===== src/rtl/wm_panel_ctrl.sv =====
// Washing-machine front-panel controller: button conditioning, user settings
// and the wash/rinse/dry sequencer whose outputs feed the LED display block.
module wm_panel_ctrl #(
  parameter int DEBOUNCE_CYC = 16,
  parameter int PHASE_CYC    = 64
) (
  input  logic       clk,
  input  logic       rstn,
  input  logic       btn_course,
  input  logic       btn_water,
  input  logic       btn_temp,
  input  logic       btn_start,
  output logic [2:0] course_sel,
  output logic [1:0] water_lvl,
  output logic [1:0] temp_sel,
  output logic       running,
  output logic [2:0] phase,
  output logic       done
);

  localparam int DB_W = $clog2(DEBOUNCE_CYC);
  localparam int PH_W = $clog2(PHASE_CYC);
  localparam logic [DB_W-1:0] DB_LAST = DB_W'(DEBOUNCE_CYC - 1);
  localparam logic [PH_W-1:0] PH_LAST = PH_W'(PHASE_CYC - 1);

  typedef enum logic [2:0] {S_IDLE, S_WASH, S_RINSE, S_DRY, S_DONE} state_t;

  function automatic logic [2:0] next_course(input logic [2:0] cur);
    case (cur)
      3'b111:  next_course = 3'b100;
      3'b100:  next_course = 3'b010;
      3'b010:  next_course = 3'b001;
      3'b001:  next_course = 3'b110;
      3'b110:  next_course = 3'b011;
      default: next_course = 3'b111;
    endcase
  endfunction

  // Shared by water level and temperature: 01 -> 10 -> 11 -> 01.
  function automatic logic [1:0] next_level(input logic [1:0] cur);
    case (cur)
      2'b01:   next_level = 2'b10;
      2'b10:   next_level = 2'b11;
      default: next_level = 2'b01;
    endcase
  endfunction

  function automatic state_t phase_after(input state_t cur, input logic [2:0] sel);
    phase_after = S_DONE;
    case (cur)
      S_IDLE: begin
        if (sel[2])      phase_after = S_WASH;
        else if (sel[1]) phase_after = S_RINSE;
        else if (sel[0]) phase_after = S_DRY;
      end
      S_WASH: begin
        if (sel[1])      phase_after = S_RINSE;
        else if (sel[0]) phase_after = S_DRY;
      end
      S_RINSE: begin
        if (sel[0])      phase_after = S_DRY;
      end
      default: phase_after = S_DONE;
    endcase
  endfunction

  logic [3:0]      raw;
  logic [3:0]      sync_p0, sync_p1, stable_p2, stable_p3, press_p3;
  logic [DB_W-1:0] db_cnt [4];

  assign raw = {btn_start, btn_temp, btn_water, btn_course};

  // p0/p1: synchroniser, p2: debounced level, p3: rising-edge press pulse
  always_ff @(posedge clk) begin
    if (!rstn) begin
      sync_p0   <= '0;
      sync_p1   <= '0;
      stable_p2 <= '0;
      stable_p3 <= '0;
      press_p3  <= '0;
      for (int i = 0; i < 4; i++) db_cnt[i] <= '0;
    end else begin
      sync_p0   <= raw;
      sync_p1   <= sync_p0;
      stable_p3 <= stable_p2;
      press_p3  <= stable_p2 & ~stable_p3;
      for (int i = 0; i < 4; i++) begin
        if (sync_p1[i] == stable_p2[i]) begin
          db_cnt[i] <= '0;
        end else if (db_cnt[i] == DB_LAST) begin
          stable_p2[i] <= ~stable_p2[i];
          db_cnt[i]    <= '0;
        end else begin
          db_cnt[i] <= db_cnt[i] + DB_W'(1);
        end
      end
    end
  end

  logic press_course, press_water, press_temp, press_start;
  assign press_course = press_p3[0];
  assign press_water  = press_p3[1];
  assign press_temp   = press_p3[2];
  assign press_start  = press_p3[3];

  state_t          state, state_nxt;
  logic [PH_W-1:0] timer, timer_nxt;
  logic [2:0]      phase_nxt;
  logic            running_nxt;

  always_comb begin
    state_nxt   = state;
    timer_nxt   = '0;
    phase_nxt   = 3'b000;
    running_nxt = 1'b0;
    case (state)
      S_IDLE: begin
        if (press_start) state_nxt = phase_after(S_IDLE, course_sel);
      end
      S_WASH, S_RINSE, S_DRY: begin
        // Abort takes priority over the terminal count.
        if (press_start)          state_nxt = S_IDLE;
        else if (timer == PH_LAST) state_nxt = phase_after(state, course_sel);
        else                       timer_nxt = timer + PH_W'(1);
      end
      default: state_nxt = S_IDLE;
    endcase
    case (state_nxt)
      S_WASH:  begin phase_nxt = 3'b100; running_nxt = 1'b1; end
      S_RINSE: begin phase_nxt = 3'b010; running_nxt = 1'b1; end
      S_DRY:   begin phase_nxt = 3'b001; running_nxt = 1'b1; end
      default: ;
    endcase
  end

  always_ff @(posedge clk) begin
    if (!rstn) begin
      state      <= S_IDLE;
      timer      <= '0;
      running    <= 1'b0;
      phase      <= 3'b000;
      done       <= 1'b0;
      course_sel <= 3'b111;
      water_lvl  <= 2'b10;
      temp_sel   <= 2'b01;
    end else begin
      state   <= state_nxt;
      timer   <= timer_nxt;
      running <= running_nxt;
      phase   <= phase_nxt;
      done    <= (state_nxt == S_DONE);
      // Setting presses outside IDLE, or alongside start, are dropped.
      if (state == S_IDLE && !press_start) begin
        if (press_course) course_sel <= next_course(course_sel);
        if (press_water)  water_lvl  <= next_level(water_lvl);
        if (press_temp)   temp_sel   <= next_level(temp_sel);
      end
    end
  end

endmodule


===== config.mk =====
export PLATFORM = sky130hd
export DESIGN_NAME = wm_panel_ctrl
export DESIGN_NICKNAME = d
export VERILOG_FILES = /design/src/rtl/wm_panel_ctrl.sv
export SDC_FILE = /design/constraint.sdc
export NUM_CORES = 1
export LEC_CHECK = 0
export ABC_AREA = 1
export ABC_CLOCK_PERIOD_IN_PS = 1550
export CORE_UTILIZATION = 57
export DETAILED_ROUTE_END_ITERATION = 7
export PLACE_DENSITY = 0.78
export SYNTH_ARGS = -nofsm -noshare
export SYNTH_HDL_FRONTEND = slang
export SYNTH_SLANG_ARGS = --single-unit

===== constraint.sdc =====
create_clock -name clk -period 1.55 [get_ports clk]
set_input_delay 0.31 -clock clk [delete_from_list [all_inputs] [get_ports clk]]
set_output_delay 0.31 -clock clk [all_outputs]
set_load 0.05 [all_outputs]

Word level (Yosys, flattened, before mapping) --
Memory sizes are Yosys's and may differ from the RTL's. Index checks and enable logic that the tools add are counted. W data, S select, Z words.
Storage, ports and cells: input port bits 6, RAM bits 16, register bits 41, output and inout bits 12, word-level logic and storage cells 154, memories kept 1
Cells by class: add/sub/neg operators 5, equal/unequal tests 25, reductions and logical operators 13, mux-type cells 70, bitwise gates (word level) 24
Memories:
- db_cnt | words 4, bits a word 4, read ports 4, clocked after memory_dff 0, write ports 4, RTL line 69 | logic [DB_W-1:0] db_cnt [4];
Operator list (count):
- $mux W4 | 12
- $mux W1 | 46
- $mux W3 | 6
- $add A4 B1 Y4 const B | 4
- $eq A4 B4 Y1 const B | 4
- $eq A3 B2 Y1 const B | 5
- $pmux W3 S5 | 1
- $reduce_and A2 Y1 | 7
- $eq A3 B3 Y1 const B | 4
- $or A1 B1 Y1 | 12
- $pmux W3 S2 | 2
- $not A1 Y1 | 10
- $eq A3 B1 Y1 const B | 3
- $pmux W3 S3 | 1
- $pmux W2 S2 | 2
- $add A6 B1 Y6 const B | 1
- $eq A6 B6 Y1 const B | 1
- $reduce_or A3 Y1 | 2
- $and A4 B4 Y4 | 1
- $eq A1 B1 Y1 | 4
- $eq A2 B1 Y1 const B | 2
- $eq A2 B2 Y1 const B | 2
- $not A4 Y4 | 1
- $reduce_or A4 Y1 | 1
- other kinds (3) | 3

Logic depth before layout (Yosys ltp) --
Gate-level depths: netlist of run 1.
depth in word-level cells 9, depth in mapped cells 9, mapped depth without buffers 9

Worst setup path before layout of run 1 --
No wires, ideal clock.
path kind register to register, from reg course_sel[0], to reg course_sel[0], path buffers 0, setup time 0.125 ns, cell stages (with the launch flop) 6, data required time 1.425 ns, setup slack 0.104 ns, clock period less this slack 1.446 ns, arrival time 1.321 ns, cells stage by stage dfxtp_1 -> inv_1 -> o21ai_0 -> nand3_1 -> a21oi_1 -> o21ai_0
On the way: longest elaborated chain between the ends 2, elaborated cells between the ends (all ways) 6, classes of those cells eq/ne: 5; mux: 1
RTL lines:
- start, declared | RTL line 13 | output logic [2:0] course_sel,
- start signal, assigned | RTL line 154 | if (press_course) course_sel <= next_course(course_sel);
- $eq A3 B3 Y1 (tied with other cells) | RTL line 29 | case (cur)
- $pmux W3 S5 * | RTL line 29
Every way passes the cells marked *; elsewhere a longest branch is shown, timed or not. A chain may end at the register's enable or synchronous reset.

Worst setup path after layout of run 1 --
from reg timer[0], to reg running
On the way: longest elaborated chain between the ends 7, elaborated cells between the ends (all ways) 9, classes of those cells eq/ne: 4; mux: 4; reduce/logical: 1
RTL lines:
- start, declared | RTL line 107 | logic [PH_W-1:0] timer, timer_nxt;
- start signal, assigned | RTL line 148 | timer <= timer_nxt;
- $eq A6 B6 Y1 * | RTL line 123 | else if (timer == PH_LAST) state_nxt = phase_after(state, course_sel);
- $mux W3 * | RTL line 123
- $mux W3 * | RTL line 122 | if (press_start) state_nxt = S_IDLE;
- $pmux W3 S2 * | RTL line 116 | case (state)
- $eq A3 B2 Y1 / $eq A3 B1 Y1 (equally long branches) | RTL line 128 | case (state_nxt)
- $reduce_or A3 Y1 (no line) *
- $mux W1 * | RTL line 128
- end signal, assigned | RTL line 149 | running <= running_nxt;
- end, declared | RTL line 16 | output logic running,
Marks and branches as above.

==> results of run 1 <==
placed cells by master, fill, tap and decap left out:
master            n
bufinv_16         1
ha_1              6
clkinv_2          1
clkinv_1          2
buf_12            6
xor2_1            7
xnor2_1           5
a21oi_1          14
nand3_1          16
nor3b_4           1
clkbuf_8         11
clkdlybuf4s50_1   5
conb_1           16
nor2_4            1
inv_1            38
dfxtp_1          41
ha_2              1
o211ai_1          5
o21ai_0          11
nor3_1            1
o21ai_1           2
nand4_1           2
nand3_2           2
nor2_2            1
nor2_1           43
inv_2             1
edfxtp_1         16
nand2_1          26
nand3b_1          1
buf_4            11
nand2_2           5
registers in the layout (all words and copies together), names as in the netlist, 3 cells and up:
name	cells
course_sel	3
db_cnt	16
phase	3
press_p3	4
stable_p2	4
stable_p3	4
state	3
sync_p0	4
sync_p1	4
timer	6
worst paths after layout:
check,startpoint,end,slack [ns]
worst max-delay path,timer[0],running,0.15
worst min-delay path,stable_p3[1],press_p3[1],0.39
worst max register to register,timer[0],running,0.15
worst min register to register,stable_p3[1],press_p3[1],0.39
routing by layer:
layer | vias up | share of wire [%] | GRT usage (%)
li1 | 872 | - | -
met1 | 765 | 45 | 23.7
met2 | 37 | 49 | 36.6
met3 | 9 | 3.6 | 6.77
met4 | 0 | 2.3 | 12.0
met5 | - | 0 | 0
logic make-up after synthesis:
logic type	Yosys count	synth area share [%]
compound gates	32	7.56
xor+xnor	12	4.60
fa+ha+maj	7	3.83
buf+inv	42	7.12
flops	57	57.0
other cells	1	0.164
simple gates	99	19.8
Yosys cell counts:
cell type,number
nor2_1,43
dfxtp_1,41
inv_1,38
nand2_1,26
edfxtp_1,16
nand3_1,16
a21oi_1,14
o21ai_0,11
ha_1,7
xor2_1,7
nand2_2,5
o211ai_1,5
xnor2_1,5
nand3_2,2
nand4_1,2
o21ai_1,2
buf_4,1
clkbuf_1,1
clkbuf_2,1
conb_1,1
inv_2,1
nand3b_1,1
nor2_2,1
nor2_4,1
nor3_1,1
nor3b_4,1
power groups by stage:
stage                     Sequential [uW]  Combinational (uW)  Clock [uW]
after floorplan                      1620                64.0           0
after global placement               1620                 101           0
after detailed placement             1620                 104           0
after CTS                            1590                 105        1380
after global routing                 1590                 122        1440
final                                1590                 105        1350
through the flow:
stage,cells,instance area [um^2],hold WS [ns],total power [uW]
after floorplan,265,2340,0.368,1680
after global placement,332,2640,0.372,1720
after detailed placement,332,2640,0.379,1720
after CTS,347,2830,0.387,3070
after global routing,347,2830,0.398,3150
final,347,2830,0.387,3040
area by class of cell:
type                    instances  area [um^2]
inverters                      39          146
multi-input cells             166          880
clock buffers                  11          151
well taps                      48         60.1
clock inverters                 4         42.5
repair buffers                 22          253
flip-flops and latches         57         1300
fillers                       277          910
==> summary.txt, run 1 <==
Initial Util -> 61.0%
Reg2Reg Depth -> 8
hold_buf cts -> 0
Stages on worst setup path -> 8
switching pwr -> 625 uW
clk buf depth -> 2
CTS Buf Count -> 9
Avg Cell Area, Syn -> 9.14 um^2
final worst slack -> 0.151 ns
Seq pwr share -> 52.1%
DRT Wirelength -> 3780 um
leading area contributor after synthesis -> dfxtp_1
post-synthesis cell count -> 250
routability cong. -> 0.875
vias in the first global route -> 1,619
Setup CP Type -> flip-flop to flip-flop
Rows -> 22
Worst EP required -> 1.77 ns
Min-Delay Path Depth -> 1
# resized after CTS -> 0
vias after detailed routing -> 1,683
number of clock sinks -> 57
outcome -> finished clean
Setup Skew -> 0.00416 ns
clock latency on the worst-skew pair -> 0.32 ns
Routed WL per cell -> 10.9 um
startpoint types -> flip-flop
DP Wirelength -> 2710 um
Clk pwr share -> 44.4%
Synth warnings -> 0
First-pass DRT Iterations -> 4
Crit Path Max Fanout -> 5
P_leak -> 0.00130 uW
Final Cycle Share -> 90.3%
Unique masters post-synth -> 26
Slowest Stage Delay on Critical Path -> 0.36 ns
layout overhead on the synthesized area -> 24.0%
Ports -> 18
min Tclk post-route -> 1.40 ns
Die H -> 65.3 um
most used cell, CP -> nor2_1
top cell type's share of synthesized area -> 35.9%
remaining antenna violation count -> 0
share of layout cells above drive strength 1 -> 14.0%
Hold Crit Class -> flip-flop to flip-flop
Remaining DRCs -> 0
Crit path buffers/inverters -> 0
Critical Path AT -> 1.62 ns
sw frac -> 20.5%
n_diodes -> 0
CTS tree -> yes
CP cell instances -> ha_2, nand3_2, nor2_4, nand3_1, nand2_1, nand2_2, nor2_1, nor2_1
Synth area leaders -> dfxtp_1 36%, edfxtp_1 21%, nor2_1 7.1%, inv_1 6.2%, nand2_1 4.3%
fin util -> 75.7%
via/cell ratio -> 4.85
Final Slew Violations -> 0
remaining global-route overflow -> 0
design internal power -> 2420 uW
Max-Cap Viols -> 0
die width -> 65.3 um
top cell family by delay on the critical path -> simple AND/OR/NAND/NOR gates
Final Hold Viols -> 0
Total GRT Usage -> 21.5%
fmax -> 715 MHz
PortBufs -> 17
Max IR drop VDD -> 0.000976 V
power density over the cells -> 1070 mW/mm^2
pin count of the biggest net entering global routing -> 12
endpoint class of the critical path -> flip-flop
Total Neg Setup Slack -> 0 ns
Post-Place Worst Slack -> -0.0614 ns
initial antenna violation count -> 0
Yosys reg bits -> 57
final setup vio count -> 0
DRT iter0 DRCs -> 82
Die ar. -> 0.00427 mm^2
slowest stage cell, crit path -> dfxtp_1
clock-pin slew of the registers on the worst-case setup and hold paths -> 0.06 ns
clk root buf -> clkbuf_8
sequential element share of the synthesized area -> 57.0%
Comb pwr share -> 3.5%
post-CTS setup buffer count -> 0
Cell Area, Synth -> 0.00228 mm^2
htree depth -> 3
NumNets Final -> 308
first-pass GRT wire length -> 6710 um
Core ar. -> 0.00374 mm^2
Note: power is estimated with default switching activity, not from simulation.
==> run 2, diff against run 1 <==
--- a/config.mk
+++ b/config.mk
@@ -10,6 +10,7 @@
 export CORE_UTILIZATION = 57
 export DETAILED_ROUTE_END_ITERATION = 7
 export PLACE_DENSITY = 0.78
+export SLEW_MARGIN = 10
 export SYNTH_ARGS = -nofsm -noshare
 export SYNTH_HDL_FRONTEND = slang
 export SYNTH_SLANG_ARGS = --single-unit
==> results of run 2 <==
The final DEF is identical to that of run 1; final timing and power are the same.
==> RTL edit 1 (flow settings as in run 1) <==
Put one more register stage on the output `running`. The value now appears one clock later. The other outputs are not delayed to match.
--- a/src/rtl/wm_panel_ctrl.sv
+++ b/src/rtl/wm_panel_ctrl.sv
@@ -24,6 +24,8 @@
   localparam logic [PH_W-1:0] PH_LAST = PH_W'(PHASE_CYC - 1);
 
   typedef enum logic [2:0] {S_IDLE, S_WASH, S_RINSE, S_DRY, S_DONE} state_t;
+
+  logic running_s0;
 
   function automatic logic [2:0] next_course(input logic [2:0] cur);
     case (cur)
@@ -137,7 +139,7 @@
     if (!rstn) begin
       state      <= S_IDLE;
       timer      <= '0;
-      running    <= 1'b0;
+      running_s0 <= 1'b0;
       phase      <= 3'b000;
       done       <= 1'b0;
       course_sel <= 3'b111;
@@ -146,7 +148,7 @@
     end else begin
       state   <= state_nxt;
       timer   <= timer_nxt;
-      running <= running_nxt;
+      running_s0 <= running_nxt;
       phase   <= phase_nxt;
       done    <= (state_nxt == S_DONE);
       // Setting presses outside IDLE, or alongside start, are dropped.
@@ -158,5 +160,9 @@
     end
   end
 
+  always_ff @(posedge clk) begin
+    running <= running_s0;
+  end
+
 endmodule
 
Formal check against the unedited RTL: same outputs for any inputs over 10 cycles, from zero or initial values and one cycle with rstn low; that may be too few to reach the edited logic, so the function may still have changed.
==> RTL edit 1 against run 1 <==
Global-route usage up 0.12 points. Setup slack worse by 11 ps. Sequential cell count up 1. Total power up 1.7%. Design area up 1.9%. Worst hold slack worse by 60 ps. Non-clock buffer count down 1. Final cell count up 1.4%. Area after synthesis up 2.6%. Wire length up 3.7%. Highest routed layer unchanged.
==> RTL edit 1: results (changes against run 1) <==
| Metric | Value |
|---|---|
| Synth unique cells | `27 (was 26)` |
| Sequential fraction of the synthesis area | `56.4% (was 57.0%)` |
| Synth cell count leaders | `dfxtp_1, nor2_1, inv_1, nand2_1, nand3_1 (was nor2_1, dfxtp_1, inv_1, nand2_1)` |
| Antenna diodes | `0 (unchanged)` |
| Vias in the first global route | `1681 (was 1619)` |
| Initial DRC count | `106 (was 82)` |
| CP Max Fanout | `4 (was 5)` |
| Register Area | `1320 µm² (was 1300 µm²)` |
| Final Wtd Congestion | `0.903 (was 0.875)` |
| Fill cells | `262 (was 277)` |
| Outcome | `finished, final reports clean (unchanged)` |
| Setup Fix Bufs, Post-CTS | `0 (unchanged)` |
| Worst Skew | `4.17 ps (was 4.16 ps)` |
| Largest net degree at the start of global routing | `13 (was 12)` |
| Pre-CTS setup slack | `18.8 ps (was -61.4 ps)` |
| DRT Pass-1 Iters | `4 (unchanged)` |
| Post-Route WL | `3920 µm (was 3780 µm)` |
| Post-DP Area | `2690 µm² (was 2640 µm²)` |
| Leak | `1.32 nW (was 1.30 nW)` |
| Crit path arrival time | `1640 ps (was 1620 ps)` |
| Dpl hpwl | `2830 µm (was 2710 µm)` |
| DR vias/cell | `4.93 (was 4.85)` |
| Global-route wire length before repair | `6820 µm (was 6710 µm)` |
| Tot GR Track Use | `21.7% (was 21.5%)` |
| Num CTS Buffers | `9 (unchanged)` |
| Synth area leaders | `dfxtp_1, edfxtp_1, nor2_1 (unchanged)` |
| Final nets | `312 (was 308)` |
| Layout cells sized above 1 | `15.5% (was 14.0%)` |
RTL edit 1: routing by layer:
metal | up-vias | global-route usage (%) | part of all wire (%)
li1 | 889 | - | -
met1 | 781 | 23.6 | 44
met2 | 54 | 36.1 | 48
met3 | 13 | 7.59 | 5.6
met4 | 0 | 12.8 | 2.4
met5 | - | 0 | 0
RTL edit 1: final timing paths:
path	slack, ps	startpoint	cells after the start	to
setup / recovery	140	timer[0]$_SDFF_PP0_	8	running_s0$_SDFF_PN0_
hold / removal	330	running_s0$_SDFF_PN0_	0	running$_DFF_P_
setup reg to reg	140	timer[0]$_SDFF_PP0_	8	running_s0$_SDFF_PN0_
hold reg to reg	330	running_s0$_SDFF_PN0_	0	running$_DFF_P_
RTL edit 1: stage by stage:
stage | total power (W) | std cells | hold slack [ps]
2_1_floorplan | 0.00171 | 270 | 310
5_1_grt | 0.00321 | 352 | 348
3_5_place_dp | 0.00175 | 336 | 313
4_1_cts | 0.00312 | 352 | 328
3_3_place_gp | 0.00175 | 336 | 310
6_report | 0.00310 | 352 | 327
RTL edit 1: power breakdown:
| group | switching (W) | internal [W] | total [W] |
|---|---|---|---|
| combinational | 0.0000598 | 0.0000472 | 0.000107 |
| sequential | 0.0000217 | 0.00159 | 0.00161 |
| clock | 0.000547 | 0.000830 | 0.00138 |
RTL edit 1: critical path, cell delays in order, from the launching register on:
cell and delay [ps]:
dfxtp_1 350, ha_1 200, nand3_2 140, nor2_4 160, nand3_1 140, nand2_1 100
nand2_2 60, nor2_1 100, nor2_1 40
RTL edit 1: logic make-up after synthesis:
family          Yosys count  synth area share [%]
other cells               1                 0.160
buf+inv                  43                  7.10
fa+ha+maj                 7                  3.74
simple gates            100                  20.3
xor+xnor                 12                  4.48
compound gates           34                  7.80
flops                    58                  56.4
RTL edit 1: final cells by class:
cell class,instances,area share [%]
clock buffer,14,5.64
sequential,58,45.8
inverter,40,5.20
timing repair buffer,21,8.50
clock inverter,2,1.21
multi-input combinational,169,31.6
tap,48,2.08
==> RTL edit 2 (config.mk and constraints of run 1) <==
Without the edit above. The parameter `PHASE_CYC` goes from 64 to 256.
--- a/src/rtl/wm_panel_ctrl.sv
+++ b/src/rtl/wm_panel_ctrl.sv
@@ -2,7 +2,7 @@
 // and the wash/rinse/dry sequencer whose outputs feed the LED display block.
 module wm_panel_ctrl #(
   parameter int DEBOUNCE_CYC = 16,
-  parameter int PHASE_CYC    = 64
+  parameter int PHASE_CYC    = 256
 ) (
   input  logic       clk,
   input  logic       rstn,
Function: no difference found for any inputs over 10 cycles, from zero or initial values and one cycle with rstn low; that may be too few to reach the edited logic, so the function may still have changed.
==> RTL edit 2 against run 1 <==
Wire length up 0.87%. Clock skew up 3.7 ps. Total power up 1.4%. Setup slack worse by 18 ps. Core utilization down 1.9 points. Design area up 4.9%. Area after synthesis up 5.9%. Via count up 8.0%. First-iteration DRC count down 21%. Sequential cell count up 2. Synthesized cell count up 8.4%. Critical path type unchanged. Highest routed layer unchanged.
==> RTL edit 2: results (changes against run 1) <==
| Metric | Value |
|---|---|
| Synth Area in Adders | `3.62% (was 3.83%)` |
| Synth cell count leaders | `dfxtp_1, inv_1, nor2_1, nand2_1 (was nor2_1, dfxtp_1, inv_1, nand2_1)` |
| Reg clk slew, reported paths | `60 ps (about the same)` |
| Met1 wire length | `1740 µm (was 1700 µm)` |
| Post-Route WL | `3810 µm (was 3780 µm)` |
| Sequential fraction of the synthesis area | `55.4% (was 57.0%)` |
| Final nets | `330 (was 308)` |
| M2 GR Usage | `30.8% (was 36.6%)` |
| Synth area leaders | `dfxtp_1, edfxtp_1, inv_1 (was dfxtp_1, edfxtp_1, nor2_1)` |
| DRT Pass-1 Iters | `4 (unchanged)` |
| Post-DP Area | `2780 µm² (was 2640 µm²)` |
| Area Overhead vs Synth | `22.9% (was 24.0%)` |
| Synth unique cells | `25 (was 26)` |
| Met3 Use GR | `6.25% (was 6.77%)` |
| Worst Skew | `7.89 ps (was 4.16 ps)` |
| Worst R2R Setup Slack | `130 ps (was 150 ps)` |
| Xor/xnor cell area share of the yosys netlist | `3.62% (was 4.60%)` |
| Syn avg cell area | `8.93 µm² (was 9.14 µm²)` |
| Detailed-route via count | `1817 (was 1683)` |
| Tot GR Track Use | `19.3% (was 21.5%)` |
| Crit path time final | `1420 ps (was 1400 ps)` |
| DR WL met2 | `1760 µm (was 1850 µm)` |
| Dpl hpwl | `2730 µm (was 2710 µm)` |
| DP Cell Count | `356 (was 332)` |
| Hold path depth | `1 (unchanged)` |
| Pre-CTS setup slack | `-31.5 ps (was -61.4 ps)` |
| Clock latency at the later pin of the worst-skew pair | `340 ps (was 320 ps)` |
| DR vias/cell | `4.88 (was 4.85)` |
| Initial DRC count | `65 (was 82)` |
| Vias in the first global route | `1559 (was 1619)` |
| Post-synthesis compound-gate area fraction | `8.95% (was 7.56%)` |
| Met3 WL post-DR | `200 µm (was 135 µm)` |
| Crit path arrival time | `1690 ps (was 1620 ps)` |
| Leak | `1.36 nW (was 1.30 nW)` |
| Initial antenna violation count | `0 (unchanged)` |
| FF-to-FF path depth | `9 (was 8)` |
| CP Max Fanout | `6 (was 5)` |
| Total chip power | `0.00309 W (was 0.00304 W)` |
| Biggest regs | `db_cnt x16, timer x8 (was db_cnt x16, timer x6)` |
| Final Wtd Congestion | `0.887 (was 0.875)` |
| Outcome | `finished, final reports clean (unchanged)` |
| Post-synthesis mux area share | `0% (unchanged)` |
| Worst ir drop on vdd | `0.658 mV (was 0.976 mV)` |
| Global-route wire length before repair | `6200 µm (was 6710 µm)` |
| Slowest CP cell | `dfxtp_1 (unchanged)` |
| Fill cells | `307 (was 277)` |
| Largest net degree at the start of global routing | `17 (was 12)` |
| Layout cells sized above 1 | `14.6% (was 14.0%)` |
| WHS | `383 ps (was 387 ps)` |
| Seq pwr share | `53.0% (was 52.1%)` |
| M1 GR Usage | `20.9% (was 23.7%)` |
| Sw Ratio | `20.8% (was 20.5%)` |
## RTL edit 2: area by class of cell
type | count | share of cell area (%)
Sequential cell | 59 | 45.1
Timing Repair Buffer | 23 | 8.75
Tap cell | 50 | 2.10
Multi-Input combinational cell | 183 | 32.5
Clock buffer | 13 | 5.01
Inverter | 41 | 5.18
Clock inverter | 3 | 1.35
## RTL edit 2: path summary, 6_finish.rpt
path,startpoint,endpoint
worst min register to register,stable_p3[0]$_SDFF_PN0_,press_p3[0]$_SDFF_PN0_
worst min-delay path,stable_p3[0]$_SDFF_PN0_,press_p3[0]$_SDFF_PN0_
worst max-delay path,timer[0]$_SDFF_PP0_,phase[0]$_SDFF_PN0_
worst max register to register,timer[0]$_SDFF_PP0_,phase[0]$_SDFF_PN0_
